--- src/rtl/uart_tx_arb_pkg.sv ---
// Shared types and default parameters for the UART transmit arbiter slice.
package uart_tx_arb_pkg;

  typedef enum logic [1:0] {
    IDLE  = 2'd0,
    ISSUE = 2'd1,
    BUSY  = 2'd2
  } arb_state_t;

  localparam int unsigned ARB_N_REQ_DEF   = 4;
  localparam int unsigned ARB_TIMEOUT_DEF = 65535;

endpackage

--- src/rtl/uart_rr_pick.sv ---
// Combinational round-robin picker: first set request searching upward from last+1, wrapping.
module uart_rr_pick
  import uart_tx_arb_pkg::*;
#(
  parameter int unsigned N_REQ = ARB_N_REQ_DEF
) (
  input  logic [N_REQ-1:0]         req,
  input  logic [$clog2(N_REQ)-1:0] last,
  output logic                     valid,
  output logic [$clog2(N_REQ)-1:0] idx
);

  localparam int unsigned IW = $clog2(N_REQ);

  logic [IW-1:0] cand;

  always_comb begin
    valid = 1'b0;
    idx   = '0;
    cand  = '0;
    for (int unsigned k = 1; k <= N_REQ; k++) begin
      cand = IW'((32'(last) + k) % N_REQ);
      if (!valid && req[cand]) begin
        valid = 1'b1;
        idx   = cand;
      end
    end
  end

endmodule

--- src/rtl/uart_tx_arbiter.sv ---
// Round-robin scheduler sharing one UART transmitter among N_REQ byte requesters,
// with a watchdog that recovers when the frame-complete acknowledge never arrives.
module uart_tx_arbiter
  import uart_tx_arb_pkg::*;
#(
  parameter int unsigned N_REQ   = ARB_N_REQ_DEF,
  parameter int unsigned TIMEOUT = ARB_TIMEOUT_DEF
) (
  input  logic                     clk,
  input  logic                     resetn,
  input  logic                     tr_en_i,
  input  logic [N_REQ-1:0]         req,
  input  logic [N_REQ*8-1:0]       req_data,
  input  logic [15:0]              cfg_comp,
  input  logic [1:0]               cfg_stop_sel,
  output logic                     tx_req,
  output logic [7:0]               tx_data,
  output logic [15:0]              comp,
  output logic [1:0]               stop_sel,
  output logic                     tr_en,
  input  logic                     tx_req_ack,
  output logic [N_REQ-1:0]         done,
  output logic                     timeout_err,
  output logic [$clog2(N_REQ)-1:0] grant_id,
  output logic                     busy
);

  localparam int unsigned IW  = $clog2(N_REQ);
  localparam int unsigned WDW = $clog2(TIMEOUT + 1);

  localparam logic [1:0] ST_IDLE  = IDLE;
  localparam logic [1:0] ST_ISSUE = ISSUE;
  localparam logic [1:0] ST_BUSY  = BUSY;

  logic [1:0]       state_q, state_d;
  logic [WDW-1:0]   wd_q, wd_d;
  logic [IW-1:0]    grant_d;
  logic [7:0]       tx_data_d;
  logic [15:0]      comp_d;
  logic [1:0]       stop_d;
  logic [N_REQ-1:0] done_d;
  logic             terr_d;
  logic             pick_valid;
  logic [IW-1:0]    pick_idx;

  uart_rr_pick #(.N_REQ(N_REQ)) u_pick (
    .req   (req),
    .last  (grant_id),
    .valid (pick_valid),
    .idx   (pick_idx)
  );

  // Next-state and next-output logic; everything below is registered.
  always_comb begin
    state_d   = state_q;
    wd_d      = wd_q;
    grant_d   = grant_id;
    tx_data_d = tx_data;
    comp_d    = comp;
    stop_d    = stop_sel;
    done_d    = '0;
    terr_d    = 1'b0;
    case (state_q)
      ST_IDLE: begin
        if (tr_en && pick_valid) begin
          state_d   = ST_ISSUE;
          grant_d   = pick_idx;
          tx_data_d = req_data[{pick_idx, 3'b000} +: 8];
          comp_d    = cfg_comp;
          stop_d    = cfg_stop_sel;
        end
      end
      ST_ISSUE: begin
        state_d = ST_BUSY;
        wd_d    = '0;
      end
      ST_BUSY: begin
        // Ack takes priority over a coincident watchdog expiry.
        if (tx_req_ack) begin
          state_d          = ST_IDLE;
          done_d[grant_id] = 1'b1;
        end else if (tr_en) begin
          if (wd_q == WDW'(TIMEOUT - 1)) begin
            state_d = ST_IDLE;
            terr_d  = 1'b1;
          end else begin
            wd_d = wd_q + WDW'(1);
          end
        end
      end
      default: state_d = ST_IDLE;
    endcase
  end

  always_ff @(posedge clk or negedge resetn) begin
    if (!resetn) begin
      state_q     <= ST_IDLE;
      wd_q        <= '0;
      tx_req      <= 1'b0;
      tx_data     <= '0;
      comp        <= '0;
      stop_sel    <= '0;
      tr_en       <= 1'b0;
      done        <= '0;
      timeout_err <= 1'b0;
      grant_id    <= IW'(N_REQ - 1);
      busy        <= 1'b0;
    end else begin
      state_q     <= state_d;
      wd_q        <= wd_d;
      tx_req      <= (state_d == ST_ISSUE);
      tx_data     <= tx_data_d;
      comp        <= comp_d;
      stop_sel    <= stop_d;
      tr_en       <= tr_en_i;
      done        <= done_d;
      timeout_err <= terr_d;
      grant_id    <= grant_d;
      busy        <= (state_d != ST_IDLE);
    end
  end

endmodule

--- config.mk ---
export PLATFORM = sky130hd
export DESIGN_NAME = uart_tx_arbiter
export DESIGN_NICKNAME = d
export VERILOG_FILES = /design/src/rtl/uart_tx_arb_pkg.sv /design/src/rtl/uart_rr_pick.sv /design/src/rtl/uart_tx_arbiter.sv
export SDC_FILE = /design/constraint.sdc
export NUM_CORES = 1
export LEC_CHECK = 0
export ABC_CLOCK_PERIOD_IN_PS = 3000
export CORE_MARGIN = 2
export CORE_UTILIZATION = 30
export CTS_CLUSTER_DIAMETER = 100
export DETAILED_ROUTE_END_ITERATION = 8
export GPL_TIMING_DRIVEN = 0
export SYNTH_ARGS = -nofsm -noshare
export SYNTH_HDL_FRONTEND = slang
export SYNTH_SLANG_ARGS = --single-unit
--- constraint.sdc ---
create_clock -name clk -period 3 [get_ports clk]
set_clock_uncertainty 0.1 [all_clocks]
set_input_delay 0.6 -clock clk [delete_from_list [all_inputs] [get_ports clk]]
set_output_delay 0.6 -clock clk [all_outputs]
set_load 0.02 [all_outputs]
==> flow_results.org <==
** Clock tree
- CTS built an H-tree with a depth of 2.
- At the later pin of the worst-skew pair, clock insertion delay measures 0.30 ns.
- The root buffer cell chosen for the clock tree is sky130_fd_sc_hd__clkbuf_8.
- The clock passes through at most 2 buffers.
- Clock-pin transition on the worst setup and hold timing paths :: 0.10 ns
- In this run, CTS created clock tree buffers numbering 5.
- The tree built by TritonCTS fans out to 54 sinks.
- TritonCTS clock tree :: yes

** Synth
- Of the synthesized area, sequential elements account for 47.1%.
- Most numerous cell in the Yosys netlist :: sky130_fd_sc_hd__nand2_1
- Area contributors post-synth :: sky130_fd_sc_hd__dfrtp_1, sky130_fd_sc_hd__nand2_1, sky130_fd_sc_hd__mux2i_1, sky130_fd_sc_hd__o211ai_1, sky130_fd_sc_hd__ha_1
- The number of nets handed over by synthesis was between 300 and 400.
- Number of library cell types mapped by synthesis :: 44
- Synthesis produced a netlist whose cell count is 297.
- In this run, synthesis inferred 0 flip-flops with an integrated enable.
- For this run, the leading register cell type out of synthesis is sky130_fd_sc_hd__dfrtp_1.
- Cell Area, Synth :: around 2900 sq um
- In this run, synthesis produced a sequential element count of 54.
- The commonest cells after synthesis are sky130_fd_sc_hd__nand2_1, sky130_fd_sc_hd__dfrtp_1, sky130_fd_sc_hd__nor2_1.
- Summed over all instances, the cell type with the most area after synthesis is sky130_fd_sc_hd__dfrtp_1.
- Synthesized area divided by synthesized cell count :: 9.68 sq um
- Share of the synthesized area in the top cell type :: between 40% and 50%
- During synthesis, Yosys emitted a total of 0 warnings.
- In the synthesized netlist the async set-or-reset flop fraction comes to 100%.

** STA
- The number of max-slew violations in the final report came to 0.
- At the pin with the least slew margin, the transition time is 0.708 ns.
- Final total negative setup slack :: 0 ns
- Setup violations remaining at the end of the flow were counted as 0.
- Setup repair after global routing missed its margin :: false
- Headroom to the max-slew limit came out at between 50% and 60%.
- Tmin final :: 2.80 ns
- The number of hold-slack violations in the final timing report came to 0.
- Timing would allow up to about 360 MHz.
- Final Cycle Share :: 93.4%

** Setup path
- Critical path endpoint category :: flip-flop
- Critical path data required time :: 3.07 ns
- The critical path contains buffers and inverters numbering 4 combined.
- Type of element launching the critical path :: flip-flop
- Worst R2R Setup Slack :: 0.20 ns
- Among cell families on the critical path, the largest total delay comes from buffers and inverters.
- In this design, the stage delay of the slowest critical-path cell is 0.58 ns.
- Cell at the slowest stage of the critical path :: sky130_fd_sc_hd__dfstp_2
- Ordered cell list for the critical path :: buf_6 -> inv_1 -> ha_1 -> buf_2 -> mux2i_1 -> o211ai_2 -> o31ai_4 -> buf_12 -> mux2_1 -> o211ai_1 -> o211ai_1
- Crit-path max FO :: 10
- FF-to-FF End :: tx_data[1]$_DFFE_PN0P_
- By instance count, the cell type seen most on the critical path is sky130_fd_sc_hd__o211ai_1.
- Launching point of the worst reg2reg path :: grant_id[1]$_DFFE_PN1P_
- CP arrival :: 2.87 ns
- Critical setup path kind :: reg -> reg
- Measured in cells, the most critical reg-to-reg path has a length of 11.

** Routing
- Detailed Route Iter0 Violations :: 61
- Number of design rule violations left after detail routing :: 0
- Final antenna-violating net count :: 0
- Wire per inst :: 13.7 um
- Via count of the routed design :: 2,493
- Number of iterations in the first detailed-routing pass :: 4
- Dividing the detail-routed via count by the number of cells gives 4.71.
- Summed over all layers, the routed wires come to 7.26 mm.

** Floorplan
- Once the floorplan was initialized, standard cells occupied 31.0% of the core.
- In this run the standard cell core region covers 9280 sq um.
- 94 I/O pins were placed.
- The floorplan step set the die height to 102 um.
- Die Span X :: 102 um
- After floorplanning, the core was divided into 35 placement rows.
- DIE AREA :: 10,400 sq um

** Power
- Internal power consumption :: 0.00211 W
- Power spread over the standard cell area amounts to 866 nW/um^2.
- Per report_power, the combinational group accounts for between 50% and 60% of the total.
- Clock group share of total power :: a little under an eighth
- In this run the static leakage power is between 1.5 and 2 nW.
- Worst ir drop on vdd :: 0.377 mV
- Summed over all nets, the switching power comes to 0.00144 W.
- Sequential power share :: between 30% and 40%
- Of the total power, the share spent switching nets is 40.6%.
- Power comes to 0.00355 W.

** Global route
- GRT Residual Overflow :: 0
- Wire length of the first global-routing pass :: 12.2 mm
- Maximum number of pins on one net before global-route repair :: 40
- Number of antenna violations at the first check in global routing :: 0
- The via count of the first global-routing pass is 2,492.
- Total Routing Usage GR :: 14.9%

** Place
- Once placement finished, the instance area stood at 3960 sq um.
- In this run the tool buffered the top-level ports with 91 buffer cells.
- HPWL Detailed :: 5.35 mm
- The congestion estimate from routability-driven global placement came to 0.816.

** Final layout
- Final design area excluding fillers :: 4100 sq um
- Final core occ :: between 40% and 50%
- Number of antenna repair diodes :: 0
- Fraction of layout cells with a size suffix above 1 :: between 8 and 9%
- Final net count :: 463
- Synthesis-to-finish area growth :: 42.7%

** Outcome
- Status :: finished, final reports clean

** Flow run
- Max-capacitance violation count :: 0

** Worst hold path
- Worst hold path type :: in -> async
-- sequential cells by signal, indices dropped and copies added, names as in the netlist --
signal and cells:
busy 1, comp 16, done 4, grant_id 2, state_q 2, stop_sel 2, timeout_err 1, tr_en 1
tx_data 8, tx_req 1, wd_q 16
-- power by group through the flow --
| stage | clock network, W | logic (W) | registers (W) |
|---|---|---|---|
| detailed placement | 0 | 0.00195 | 0.00112 |
| floorplan | 0 | 0.000969 | 0.00135 |
| global route | 0.000476 | 0.00220 | 0.00114 |
| finish | 0.000426 | 0.00202 | 0.00111 |
| CTS | 0.000443 | 0.00202 | 0.00111 |
| global placement | 0 | 0.00193 | 0.00112 |
-- how the worst max path moves through the flow --
stage | start | endpoint | slack (ns) | depth (start not counted)
floorplan | grant_id[0]$_DFFE_PN1P_ | tx_data[3]$_DFFE_PN0P_ | 0.17 | 10
global placement | resetn | tx_data[5]$_DFFE_PN0P_ | -0.47 | 1
detailed placement | grant_id[0]$_DFFE_PN1P_ | tx_data[1]$_DFFE_PN0P_ | -0.10 | 10
CTS | grant_id[0]$_DFFE_PN1P_ | tx_data[1]$_DFFE_PN0P_ | 0.01 | 11
global route | grant_id[1]$_DFFE_PN1P_ | tx_data[1]$_DFFE_PN0P_ | 0.02 | 11
finish | grant_id[1]$_DFFE_PN1P_ | tx_data[1]$_DFFE_PN0P_ | 0.20 | 11
-- worst register-to-register path: cells and delay by family, from the launching register on --
family          cells  cell delay, ns
flops               1            0.58
mux                 2            0.57
buf+inv             4            0.61
compound gates      4            0.54
fa+ha+maj           1            0.27
-- stage by stage --
step	setup WS (ns)	hold WS, ns	cells
after detailed placement	-0.103	0.362	518
after CTS	0.00970	0.0964	527
final	0.197	0.0992	529
after floorplan	0.170	0.204	297
after global routing	0.0227	0.119	529
after global placement	-0.471	0.360	517
-- logic make-up (layout without fill, tap and decap cells) --
kind of cell | Yosys count | in the layout | share of synthesized area (%)
muxes | 22 | 22 | 8.23
DFF | 54 | 54 | 47.1
buffers and inverters | 22 | 125 | 3.44
adders and majority gates | 6 | 6 | 2.61
AOI/OAI and AO/OA | 52 | 52 | 14.2
xor gates and xnor gates | 10 | 10 | 3.05
and+or+nand+nor | 131 | 131 | 21.4
-- repair_timing --
item | 4_1_cts | 5_1_grt
endpoints found under the setup margin | 8 | 8
buffers inserted | 1 | 3
resized for setup | 2 | 0
hold buffers | 0 | 0
pin swaps | 1 | 0
-- layout make-up --
class / instances / area [sq um]
Tap cell: 129 / 161
Buffer: 13 / 63.8
Inverter: 8 / 30.0
Timing Repair Buffer: 96 / 968
Clock buffer: 7 / 86.3
Sequential cell: 54 / 1350
Clock inverter: 1 / 5.00
Multi-Input combinational cell: 221 / 1430
Fill cell: 956 / 5180
-- routing by layer --
layer | up-vias | track usage, % | wire length [um]
met2 | 71 | 23.9 | 3360
met3 | 8 | 3.69 | 412
met4 | 0 | 4.62 | 116
met5 | - | 0 | 0
met1 | 1177 | 19.8 | 3370
li1 | 1237 | - | -
-- placed cells by master, fill, tap and decap left out, drive strengths merged, types with 10 or more instances in the layout --
cell	count
buf	13
clkbuf	13
clkdlybuf4s50	90
dfrtp	52
mux2	10
mux2i	12
nand2	74
nor2	19
o211ai	17
o21ai	10
No activity file was read; power rests on OpenSTA's default activity.
